File: config.mk
export PLATFORM = sky130hd
export DESIGN_NAME = fp_sum_sq_32_16_16
export DESIGN_NICKNAME = d
export VERILOG_FILES = /design/src/rtl/fp_sum_sq_32_16_16.sv
export SDC_FILE = /design/constraint.sdc
export NUM_CORES = 1
export LEC_CHECK = 0
export ABC_AREA = 1
export CAP_MARGIN = 10
export CORE_UTILIZATION = 30
export CTS_CLUSTER_SIZE = 8
export DETAILED_ROUTE_END_ITERATION = 8
export PLACE_DENSITY = 0.53
export SYNTH_ARGS = -nofsm -noshare
export SYNTH_HDL_FRONTEND = slang
export SYNTH_SLANG_ARGS = --single-unit
File: constraint.sdc
create_clock -name clk -period 4.5 [get_ports clk]
set_input_delay 0.9 -clock clk [delete_from_list [all_inputs] [get_ports clk]]
set_output_delay 0.9 -clock clk [all_outputs]
set_load 0.05 [all_outputs]
File: src/rtl/fp_sum_sq_32_16_16.sv
// Fixed-point sum of squares: out = sat(|a|^2 + |b|^2 >> FRAC_WIDTH).
// Squares are formed with a radix-2 shift-add multiplier, one partial
// product per cycle, sharing a single accumulator for both operands.
module fp_sum_sq_32_16_16 #(
  parameter int WIDTH      = 32,
  parameter int INT_WIDTH  = 16,
  parameter int FRAC_WIDTH = 16
) (
  input  logic             clk,
  input  logic             reset_n,
  input  logic             in_valid,
  output logic             in_ready,
  input  logic [WIDTH-1:0] a,
  input  logic [WIDTH-1:0] b,
  output logic [WIDTH-1:0] out,
  output logic             overflow,
  output logic             done
);

  localparam int CW = (WIDTH > 1) ? $clog2(WIDTH) : 1;
  localparam int AW = 2 * WIDTH + 1;   // room for the carry of sq_a + sq_b

  typedef enum logic [1:0] {IDLE, SQ_A, SQ_B, FIN} state_t;

  state_t              state_reg, state_next;
  logic [CW-1:0]       cnt_reg;
  logic [2*WIDTH-1:0]  mcand_reg;      // multiplicand, shifted left each cycle
  logic [WIDTH-1:0]    mplier_reg;     // multiplier, shifted right each cycle
  logic [WIDTH-1:0]    mag_b_reg;      // |b| parked until SQ_B starts
  logic [AW-1:0]       acc_reg;

  logic [WIDTH-1:0]    mag_a, mag_b;
  logic [AW-1:0]       pp, acc_next;
  logic                last;
  logic [WIDTH-1:0]    sat_out;
  logic                sat_ovf;

  // Unary minus on WIDTH bits maps the most negative value onto 2^(WIDTH-1),
  // which is exactly its magnitude when read as unsigned.
  assign mag_a = a[WIDTH-1] ? -a : a;
  assign mag_b = b[WIDTH-1] ? -b : b;

  assign last     = (cnt_reg == CW'(WIDTH - 1));
  assign pp       = mplier_reg[0] ? {1'b0, mcand_reg} : '0;
  assign acc_next = acc_reg + pp;

  // Anything at or above bit WIDTH after dropping the fraction saturates.
  assign sat_ovf = |acc_next[AW-1:WIDTH+FRAC_WIDTH];
  assign sat_out = sat_ovf ? {WIDTH{1'b1}} : acc_next[WIDTH+FRAC_WIDTH-1:FRAC_WIDTH];

  // State register.
  always_ff @(posedge clk or negedge reset_n) begin
    if (!reset_n) state_reg <= IDLE;
    else          state_reg <= state_next;
  end

  // Next-state and handshake/done decode.
  always_comb begin
    state_next = state_reg;
    in_ready   = 1'b0;
    done       = 1'b0;
    case (state_reg)
      IDLE: begin
        in_ready = 1'b1;
        if (in_valid) state_next = SQ_A;
      end
      SQ_A: if (last) state_next = SQ_B;
      SQ_B: if (last) state_next = FIN;
      FIN: begin
        done       = 1'b1;
        state_next = IDLE;
      end
      default: state_next = IDLE;
    endcase
  end

  // Shift-add datapath; the result is registered on the final SQ_B edge so
  // out/overflow are already valid during the FIN (done) cycle.
  always_ff @(posedge clk or negedge reset_n) begin
    if (!reset_n) begin
      cnt_reg    <= '0;
      mcand_reg  <= '0;
      mplier_reg <= '0;
      mag_b_reg  <= '0;
      acc_reg    <= '0;
      out        <= '0;
      overflow   <= 1'b0;
    end else begin
      case (state_reg)
        IDLE: begin
          if (in_valid) begin
            mcand_reg  <= {{WIDTH{1'b0}}, mag_a};
            mplier_reg <= mag_a;
            mag_b_reg  <= mag_b;
            acc_reg    <= '0;
            cnt_reg    <= '0;
          end
        end
        SQ_A, SQ_B: begin
          acc_reg <= acc_next;
          cnt_reg <= last ? '0 : cnt_reg + CW'(1);
          if (last && state_reg == SQ_A) begin
            mcand_reg  <= {{WIDTH{1'b0}}, mag_b_reg};
            mplier_reg <= mag_b_reg;
          end else begin
            mcand_reg  <= mcand_reg << 1;
            mplier_reg <= mplier_reg >> 1;
          end
          if (last && state_reg == SQ_B) begin
            out      <= sat_out;
            overflow <= sat_ovf;
          end
        end
        default: ;
      endcase
    end
  end

endmodule

After elaboration in Yosys (flattened, before gate mapping)
Cells that the tools add are included.

$add $sub $neg: 4. Equal/unequal tests: 7. Multiplexer cells: 21. Reductions and logical operators: 10.

Operators by type and width (count): 64-bit 2-to-1 mux (3); 32-bit 2-to-1 mux (5); 65-bit case mux with 2 select lines (1); 64-bit case mux with 2 select lines (1); 65-bit by 64-bit adder with 65-bit output (1); 65-bit 2-to-1 mux (1); 32-bit negator (2); 32-bit case mux with 2 select lines (1); 17-bit OR reduction (1); 5-bit 2-to-1 mux (2); 5-bit case mux with 2 select lines (1); 2-bit case mux with 4 select lines (1); 2-bit 2-to-1 mux (3); 2-bit inequality test (second input constant) (3); 2-bit AND reduction (3); 5-bit by 1-bit adder with 5-bit output (second input constant) (1); 5-bit equality test (second input constant) (1); 2-bit equality test (second input constant) (2); 3-bit AND reduction (1); 2-bit by 1-bit equality test with 1-bit output (second input constant) (1); 1-bit logical AND (2); 2-bit logical NOT (1); 1-bit 2-to-1 mux (2); 2-bit nonzero test (1); 2-bit OR reduction (1).

Register bits: 233. Input port bits: 67. Output and inout bits: 35. Logic and storage cells: 50.

Depth between registers and ports, before layout
Gate-level depths: netlist of the first run.

Depth after elaboration: 4. Mapped depth: 25.

Worst setup path before layout of the first run
No wires, ideal clock.

Kind: register to register. From: register mplier_reg[0]. To: register out[18]. Data arrival time: 2778 ps. Required time: 4387 ps. Setup slack: 1609 ps. Stages on the path, launching flop included: 21. Path buffers: 3. Clock period less this slack: 2891 ps. Cells stage by stage: dfrtp_1 > clkbuf_1 > clkbuf_1 > nand2_1 > inv_1 > ha_1 > nand2_1 > nor2_1 > nand2_1 > inv_1 > a21oi_1 > nor2_1 > nor2_1 > nand3_1 > nand2_1 > nand3_2 > nor2_4 > buf_4 > nand3_1 > nand2_1 > inv_1.

Cells in the longest elaborated chain, start to end: 4.

RTL lines: from (decl) (RTL line 28) `logic [WIDTH-1:0] mplier_reg;`; from (signal assigned) (RTL line 93) `mplier_reg <= mag_a;`; from (signal assigned) (RTL line 104) `mplier_reg <= mag_b_reg;`; from (signal assigned) (RTL line 107) `mplier_reg <= mplier_reg >> 1;`; 64-bit 2-to-1 mux * (RTL line 44) `assign pp = mplier_reg[0] ? {1'b0, mcand_reg} : '0;`; 65-bit by 64-bit adder with 65-bit output * (RTL line 45) `assign acc_next = acc_reg + pp;`; 17-bit OR reduction (RTL line 48) `assign sat_ovf = |acc_next[AW-1:WIDTH+FRAC_WIDTH];`; 32-bit 2-to-1 mux * (RTL line 49) `assign sat_out = sat_ovf ? {WIDTH{1'b1}} : acc_next[WIDTH+FRAC_WIDTH-1:FRAC_WIDTH];`; to (signal assigned) (RTL line 110) `out <= sat_out;`; to (decl) (RTL line 15) `output logic [WIDTH-1:0] out,`.

Mark *: on every way between the ends. The rest lies on a longest branch, timed or not. A chain may end at the register's enable or synchronous reset.

Final worst setup path of the first run
From: register mplier_reg[0]. To: register out[1].

The elaborated chain is that of the path after synthesis.

==> results of run 1 <==
[through the flow]
stage | setup WS, ps | area, µm² | total power [mW]
floorplan | 1610 | 17300 | 9.24
global placement | 791 | 19100 | 11.8
global route | 387 | 20100 | 15.5
CTS | 689 | 20100 | 14.4
finish | 702 | 20100 | 14.3
detailed placement | 745 | 19100 | 11.9
[area by class of cell]
| class | instances | area [µm²] | share of cell area, % |
|---|---|---|---|
| Clock buffer | 39 | 901 | 4.48 |
| Clock inverter | 4 | 60.1 | 0.299 |
| Inverter | 423 | 1590 | 7.91 |
| Multi-Input combinational cell | 1893 | 9530 | 47.4 |
| Sequential cell | 233 | 5830 | 29.0 |
| Tap cell | 756 | 946 | 4.71 |
| Timing Repair Buffer | 120 | 1230 | 6.14 |
[per-layer routing]
layer | vias to the layer above | track usage [%] | wire [µm]
li1 | 8464 | - | -
met1 | 7782 | 26.6 | 27100
met2 | 410 | 32.4 | 26400
met3 | 87 | 2.50 | 2440
met4 | 0 | 5.85 | 1470
met5 | - | 0 | 0
[cell families (layout without fill, tap and decap cells)]
logic type | after synthesis | count (layout) | synth area share (%)
simple gates | 1341 | 1341 | 32.2
buf+inv | 506 | 586 | 11.2
compound gates | 417 | 417 | 14.3
flops | 233 | 233 | 33.8
fa+ha+maj | 73 | 73 | 5.33
xor+xnor | 62 | 62 | 3.14
[synthesized netlist by cell type (8+ instances only)]
cell type | number | area, µm²
sky130_fd_sc_hd__nand2_1 | 788 | 2960
sky130_fd_sc_hd__inv_1 | 413 | 1550
sky130_fd_sc_hd__nor2_1 | 296 | 1110
sky130_fd_sc_hd__dfrtp_1 | 233 | 5830
sky130_fd_sc_hd__a21oi_1 | 172 | 861
sky130_fd_sc_hd__nand3_1 | 125 | 626
sky130_fd_sc_hd__o21ai_0 | 109 | 546
sky130_fd_sc_hd__ha_1 | 72 | 901
sky130_fd_sc_hd__clkbuf_1 | 63 | 236
sky130_fd_sc_hd__a22o_1 | 42 | 368
sky130_fd_sc_hd__xor2_1 | 41 | 359
sky130_fd_sc_hd__or2_2 | 36 | 225
sky130_fd_sc_hd__a31oi_1 | 29 | 181
sky130_fd_sc_hd__nor3_1 | 25 | 125
sky130_fd_sc_hd__xnor2_1 | 21 | 184
sky130_fd_sc_hd__o31ai_1 | 18 | 135
sky130_fd_sc_hd__nor2_2 | 14 | 87.6
sky130_fd_sc_hd__buf_1 | 12 | 45.0
sky130_fd_sc_hd__nand3b_1 | 11 | 82.6
sky130_fd_sc_hd__nand4_1 | 11 | 68.8
sky130_fd_sc_hd__a32o_1 | 10 | 100
sky130_fd_sc_hd__nor3_2 | 9 | 90.1
sky130_fd_sc_hd__o21bai_1 | 9 | 67.6
sky130_fd_sc_hd__inv_2 | 8 | 30.0
sky130_fd_sc_hd__nand2_2 | 8 | 50.1
[report_power, final]
part	total, mW	switching, mW	internal [mW]
clock	2.40	0.984	1.41
sequential	3.42	0.508	2.91
combinational	8.45	5.88	2.57
[worst max-delay path, delay by kind of cell (launching register included)]
| kind | cells | cell delay (ps) |
|---|---|---|
| compound gates | 2 | 390 |
| fa+ha+maj | 2 | 580 |
| buf+inv | 4 | 610 |
| flops | 1 | 440 |
| simple gates | 14 | 1600 |
[path summary, 6_finish.rpt]
path / startpoint / to / slack, ps / cells past startpoint
worst max-delay path: mplier_reg[0] / out[1] / 700 / 22
worst min-delay path: reset_n / mcand_reg[59] / 430 / 1
worst max register to register: mplier_reg[0] / out[1] / 700 / 22
worst min register to register: mag_b_reg[28] / mag_b_reg[28] / 480 / 2
max in group asynchronous: reset_n / out[9] / 3070 / 2
min in group clk: mag_b_reg[28] / mag_b_reg[28] / 480 / 2
==> results.txt, run 1 <==
----------------------------------------------------
[Synthesis]
  Number of enable-type register cells in the synthesized netlist ... 0
  Seq/Total Area, Yosys ... 33.8%
  Share of synthesized registers carrying an async set or reset ... 100%
  Post-synth net total ... around 2800
  Synth Flop Type ... sky130_fd_sc_hd__dfrtp_1
  Synth Warn # ... 0
  Netlist Area Pre-Place ... roughly 17000 µm²
  Gate count after technology mapping ... ~2600
  Number of flip-flops and latches in the synthesized netlist ... around 230
  Synthesized area divided by synthesized cell count ... 6.56 µm²
  Number of distinct library cells after synthesis ... 49

[Die]
  Starting Density ... slightly above 30%
  Die boundary width ... roughly 240 µm
  Top-level I/O count ... 102
  Core Rows ... 87
  Area of the die ... about 60000 µm²
  Die height ... 242 µm
  Area inside the core boundary ... roughly 57000 µm²

[Clock network]
  Clock slew seen by the registers of the worst setup and hold paths ... roughly 50 ps
  Level count of the clock H-tree ... 2
  Sink Count ... around 230
  Source-to-sink clock delay at the later pin of the worst-skew pair ... between 500 and 600 ps
  Bufs on Longest Clock Path ... 3
  Number of gates resized after CTS ... 0
  Clock buffers created by TritonCTS ... 35
  Root Driver ... sky130_fd_sc_hd__clkbuf_16
  Hold_buf cts ... 0
  Post CTS Setup Buffer Count ... 0
  TritonCTS clock tree ... built

[Cells and area]
  Most used cells in the layout excluding fill and tap cells ... 787 x sky130_fd_sc_hd__nand2_1, 413 x sky130_fd_sc_hd__inv_1, 294 x sky130_fd_sc_hd__nor2_1, 232 x sky130_fd_sc_hd__dfrtp_1, 172 x sky130_fd_sc_hd__a21oi_1
  Final core utilization ... a little over a third
  Max FFs per register ... 65
  Filler instances ... 6227
  Nets ... ~2800
  Area grow syn2layout ... 16.4%
  Most frequent standard cell in the layout excluding fill and tap cells ... sky130_fd_sc_hd__nand2_1
  Final antenna diode count ... 0
  Share of post-route cells with drive strength above 1 ... 5.53%
  Number of cells in the finished layout apart from fillers ... approximately 3500

[Min path]
  Path category of the worst min-delay check ... primary input to async pin

[Timing]
  Final count of hold timing violations ... 0
  Clk_skew ... 30.7 ps
  Final setup viols ... 0
  Total Negative Setup Slacks ... 0 ps
  Relative max-transition margin ... a little under a third
  Setup repair after global routing missed its margin ... no
  Final-layout worst hold slack ... 430 ps
  Final Slew Violations ... 0
  Share of the clock period used by the worst path ... 84.4%
  Clock period minus final worst setup slack ... approximately 3800 ps
  Tightest Pin Transition ... just over 1000 ps
  Maximum operating frequency ... ~260 MHz

[Place]
  Placer's final routability congestion estimate ... between 0.9 and 1
  Placed insts ... between 3000 and 4000
  PortBufs ... approximately 100
  Post-DP HPWL ... roughly 44000 µm

[Detailed routing]
  Antenna Nets Post-Route ... 0
  Number of DRC violations after detailed routing ... 0
  Average routed wire per standard cell ... between 15 and 20 µm
  Detailed router's first-iteration violation count ... roughly 1100
  Final WL ... roughly 57000 µm
  Router iterations before antenna repair ... 5
  Vias per inst ... approximately 4.8
  Total number of vias ... approximately 17000

[Global routing]
  Global routing usage summed across all routing layers ... 19.6%
  Via count of the first global-routing pass ... roughly 16000
  Maximum number of pins on one net before global-route repair ... between 100 and 150
  Remaining Overflow, GRT ... 0
  Initial antenna violation count ... 1
  Global-route wire length before repair ... about 90000 µm

[Setup path]
  Maximum net fanout on the critical path ... 33
  Worst EP arrival ... 4210 ps
  Setup crit end kind ... flop
  Path type of the worst setup path ... flop to flop
  CP required ... approximately 4900 ps
  Crit-path max cell delay ... approximately 440 ps
  Top cell by count, worst path ... sky130_fd_sc_hd__nand2_1
  Type of element launching the critical path ... flop
  Ordered list of cells on the worst path ... nand2_1, inv_1, ha_1, inv_1, fa_1, inv_1, nand3_1, nand2_1, a21oi_1, o21ai_2, nand2_1, nand2_1, nand2_1, nand2_1, nand2_1, nand2_1, nand3_2, nor2_4, buf_4, nand3_1, nand2_1, nand2_1
  Crit-path slowest cell ... sky130_fd_sc_hd__dfrtp_2

[Pwr]
  Leak pwr ... 10.6 nW
  Max rail drop VDD ... between 800 and 900 µV
  Total power density per cell area ... approximately 700 nW/µm²

[Run status]
  Status ... finished clean

[Run]
  Number of violations of the max-capacitance limit ... 0

----------------------------------------------------
(Power assumes the default switching activity.)
==> run 2: changes to the inputs <==
--- a/config.mk
+++ b/config.mk
@@ -10,7 +10,7 @@
 export CORE_UTILIZATION = 30
 export CTS_CLUSTER_SIZE = 8
 export DETAILED_ROUTE_END_ITERATION = 8
-export PLACE_DENSITY = 0.53
+export PLACE_DENSITY = 0.54
 export SYNTH_ARGS = -nofsm -noshare
 export SYNTH_HDL_FRONTEND = slang
 export SYNTH_SLANG_ARGS = --single-unit
==> constraint.sdc (replaced) <==
create_clock -name clk -period 3.06 [get_ports clk]
set_input_delay 0.612 -clock clk [delete_from_list [all_inputs] [get_ports clk]]
set_output_delay 0.612 -clock clk [all_outputs]
set_load 0.05 [all_outputs]
==> run 2 against run 1 <==
The flow now finishes with violations (negative setup slack). Non-clock buffer count rose by 312. Clock-buffer cell count rose by 1. Global-route usage rose by 1.0 points. Cell count rose by 9.1%. Critical path depth rose by 1. Sequential cell count did not move. Total power rose by 72%. Sequential share of layout area fell by 4.1 points. Critical endpoint is now out[29]. Largest power group unchanged.
==> results.txt, run 2 (synthesized netlist as in run 1, its figures left out) <==
----------------------------------------------------
[Detailed routing]
  Total number of vias ... 18003 (was 16743)
  Average routed wire per standard cell ... 16.1 µm (was 16.6 µm)
  Router iterations before antenna repair ... 6 (was 5)
  Antenna Nets Post-Route ... 0 (unchanged)
  Detailed router's first-iteration violation count ... 1016 (was 1092)
  Number of DRC violations after detailed routing ... 0 (unchanged)
  Vias per inst ... 4.76 (was 4.83)
  Final WL ... 60900 µm (was 57500 µm)

[Setup path]
  Largest delay contributor family on the critical path ... simple AND/OR/NAND/NOR gates (unchanged)
  Path type of the worst setup path ... flop to flop (unchanged)
  Number of buffer and inverter stages on the critical path ... 9 (was 4)
  Type of element launching the critical path ... flop (unchanged)
  Length in cells of the worst reg-to-reg path ... 23 (was 22)
  Setup crit end kind ... flop (unchanged)
  Flop-to-flop setup slack ... -320 ps (was 700 ps)
  Ordered list of cells on the worst path ... buf_12, buf_12, nand2_1, inv_1, ha_1, buf_4, nand2_1, nor2_1, inv_1, nor2_1, inv_1, o21ai_0, nor2_1, nand2_1, nand2_1, nand2_1, nand2_1, nor2_4, buf_12, clkbuf_16, nand3_1, nand2_1, inv_1 (was nand2_1, inv_1, ha_1, inv_1, fa_1, inv_1, nand3_1, nand2_1, a21oi_1, o21ai_2, nand2_1, nand2_1, nand2_1, nand2_1, nand2_1, nand2_1, nand3_2, nor2_4, buf_4, nand3_1, nand2_1, nand2_1)
  Crit-path max cell delay ... 470 ps (was 440 ps)
  CP required ... 3490 ps (was 4910 ps)
  Startpoint of the most critical register-to-register path ... mplier_reg[0] (unchanged)
  Top cell by count, worst path ... sky130_fd_sc_hd__nand2_1 (unchanged)
  Capture instance of the worst register-to-register path ... out[29] (was out[1])
  Worst EP arrival ... 3810 ps (was 4210 ps)
  Maximum net fanout on the critical path ... 16 (was 33)
  Crit-path slowest cell ... sky130_fd_sc_hd__dfrtp_2 (unchanged)

[Global routing]
  Global Route met3 Usage ... 3.49% (was 2.50%)
  Initial antenna violation count ... 1 (unchanged)
  Global routing usage summed across all routing layers ... 20.6% (was 19.6%)
  Remaining Overflow, GRT ... 0 (unchanged)
  Global route hottest layer ... met2 (unchanged)
  Met2 capacity usage during global routing ... 35.1% (was 32.4%)
  Maximum number of pins on one net before global-route repair ... 113 (unchanged)
  Via count of the first global-routing pass ... 17924 (was 16383)
  Global-route wire length before repair ... 96500 µm (was 91500 µm)
  Fraction of met1 tracks used by global routing ... 26.6% (about the same)

[Run status]
  Violations in the final reports ... negative setup slack
  Status ... finished, violations left (was finished clean)

[Cells and area]
  Area grow syn2layout ... 35.3% (was 16.4%)
  Most used cells in the layout excluding fill and tap cells ... 752 x sky130_fd_sc_hd__nand2_1, 412 x sky130_fd_sc_hd__inv_1, 315 x sky130_fd_sc_hd__buf_4, 267 x sky130_fd_sc_hd__nor2_1, 232 x sky130_fd_sc_hd__dfrtp_1 (was 787 x sky130_fd_sc_hd__nand2_1, 413 x sky130_fd_sc_hd__inv_1, 294 x sky130_fd_sc_hd__nor2_1, 232 x sky130_fd_sc_hd__dfrtp_1, 172 x sky130_fd_sc_hd__a21oi_1)
  Final antenna diode count ... 0 (unchanged)
  Max FFs per register ... 65 (unchanged)
  Most frequent standard cell in the layout excluding fill and tap cells ... sky130_fd_sc_hd__nand2_1 (unchanged)
  Final core utilization ... 41.3% (was 35.5%)
  Share of post-route cells with drive strength above 1 ... 19.5% (was 5.53%)
  Nets ... 3159 (was 2846)
  Area of all placed cells without fillers ... 23400 µm² (was 20100 µm²)

[Timing]
  Clk_skew ... 18.2 ps (was 30.7 ps)
  Share of the clock period used by the worst path ... 111% (was 84.4%)
  Maximum operating frequency ... 296 MHz (was 263 MHz)
  Final-layout worst hold slack ... 83.9 ps (was 430 ps)
  Setup repair after global routing missed its margin ... yes (was no)
  Tightest Pin Transition ... 906 ps (was 1030 ps)
  Final Slew Violations ... 0 (unchanged)
  Clock period minus final worst setup slack ... 3380 ps (was 3800 ps)
  Relative max-transition margin ... 39.5% (was 31.4%)
  Final setup viols ... 33 (was 0)
  Final Worst Setup Slack ... -323 ps (was 702 ps)
  Final count of hold timing violations ... 0 (unchanged)

[Die]
  Die height ... 242 µm (unchanged)
  Area inside the core boundary ... 56600 µm² (unchanged)
  Area of the die ... 58500 µm² (unchanged)
  Core Rows ... 87 (unchanged)
  Die boundary width ... 242 µm (unchanged)
  Starting Density ... 30.5% (unchanged)
  Top-level I/O count ... 102 (unchanged)

[Clock network]
  Clock slew seen by the registers of the worst setup and hold paths ... 60 ps (was 50 ps)
  Clock buffers created by TritonCTS ... 36 (was 35)
  TritonCTS clock tree ... built (unchanged)
  Source-to-sink clock delay at the later pin of the worst-skew pair ... 550 ps (was 560 ps)
  Sink Count ... 233 (unchanged)
  Root Driver ... sky130_fd_sc_hd__clkbuf_16 (unchanged)
  Hold_buf cts ... 0 (unchanged)
  Level count of the clock H-tree ... 2 (unchanged)
  Bufs on Longest Clock Path ... 3 (unchanged)

[Pwr]
  Max rail drop VDD ... 861 µV (was 807 µV)
  Total power density per cell area ... 1050 nW/µm² (was 710 nW/µm²)
  Total chip power ... 24.6 mW (was 14.3 mW)
  Leak pwr ... 12.3 nW (was 10.6 nW)

[Place]
  Placer's final routability congestion estimate ... 0.980 (was 0.976)
  Post-place setup slack ... -572 ps (was 745 ps)
  PortBufs ... 101 (unchanged)
  Placed cell area ... 21500 µm² (was 19100 µm²)
  Post-DP HPWL ... 47700 µm (was 44300 µm)

[Min path]
  Path category of the worst min-delay check ... primary input to async pin (unchanged)

[Run]
  Number of violations of the max-capacitance limit ... 0 (unchanged)

----------------------------------------------------
==> run 2: cell types whose count changed in the layout (fill, tap and decap cells not counted), moves of 21 or more <==
| cell | change |
|---|---|
| sky130_fd_sc_hd__nand2_1 | -35 |
| sky130_fd_sc_hd__a21oi_1 | -23 |
| sky130_fd_sc_hd__ha_1 | -21 |
| sky130_fd_sc_hd__nor2_1 | -27 |
| sky130_fd_sc_hd__a21oi_2 | +22 |
| sky130_fd_sc_hd__buf_4 | +302 |
| sky130_fd_sc_hd__nand2_2 | +34 |
==> run 2: power by group <==
group          total, mW  internal [mW]  switching [mW]
sequential          5.06           4.29           0.770
clock               3.66           2.19            1.47
combinational       15.9           6.34            9.54
total               24.6           12.8            11.8
==> run 2: metrics by stage <==
| stage | cells | TNS (ps) |
|---|---|---|
| floorplan | 2632 | 0 |
| global placement | 3727 | -20500 |
| detailed placement | 3727 | -20160 |
| CTS | 3776 | -6410 |
| global route | 3783 | -14820 |
| finish | 3783 | -9650 |
==> run 2: area by class of cell <==
type / instances / area, µm²
repair buffers: 432 / 3720
clock buffers: 40 / 947
inverters: 423 / 1590
fillers: 6100 / 33200
flip-flops and latches: 233 / 5830
clock inverters: 6 / 60.1
well taps: 756 / 946
multi-input cells: 1893 / 10300
==> run 2: worst max path at each step <==
stage | cells past startpoint | end | start
finish | 23 | out[29] | mplier_reg[0]
global route | 24 | out[16] | mplier_reg[0]
CTS | 25 | out[0] | mplier_reg[0]
detailed placement | 21 | out[0] | mplier_reg[0]
global placement | 21 | out[0] | mplier_reg[0]
floorplan | 20 | out[18] | mplier_reg[0]
==> run 2: layer usage <==
metal	part of all wire, %	vias to the layer above
met1	46	8432
met2	47	407
met5	0.018	-
met3	4.6	80
li1	-	9082
met4	2.5	2
==> run 2: worst reg2reg max path: cells and delay by family (launching register included) <==
kind,cells,cell delay (ps)
compound gates,1,370
fa+ha+maj,1,280
buf+inv,9,990
flops,1,470
simple gates,12,1170
==> run 2: timing repair <==
item	4_1_cts	5_1_grt
buffers inserted	2	5
pin swaps	8	10
hold endpoints to repair	0	0
cloned	1	2
gates resized for setup	99	59
endpoints found under the setup margin	38	46
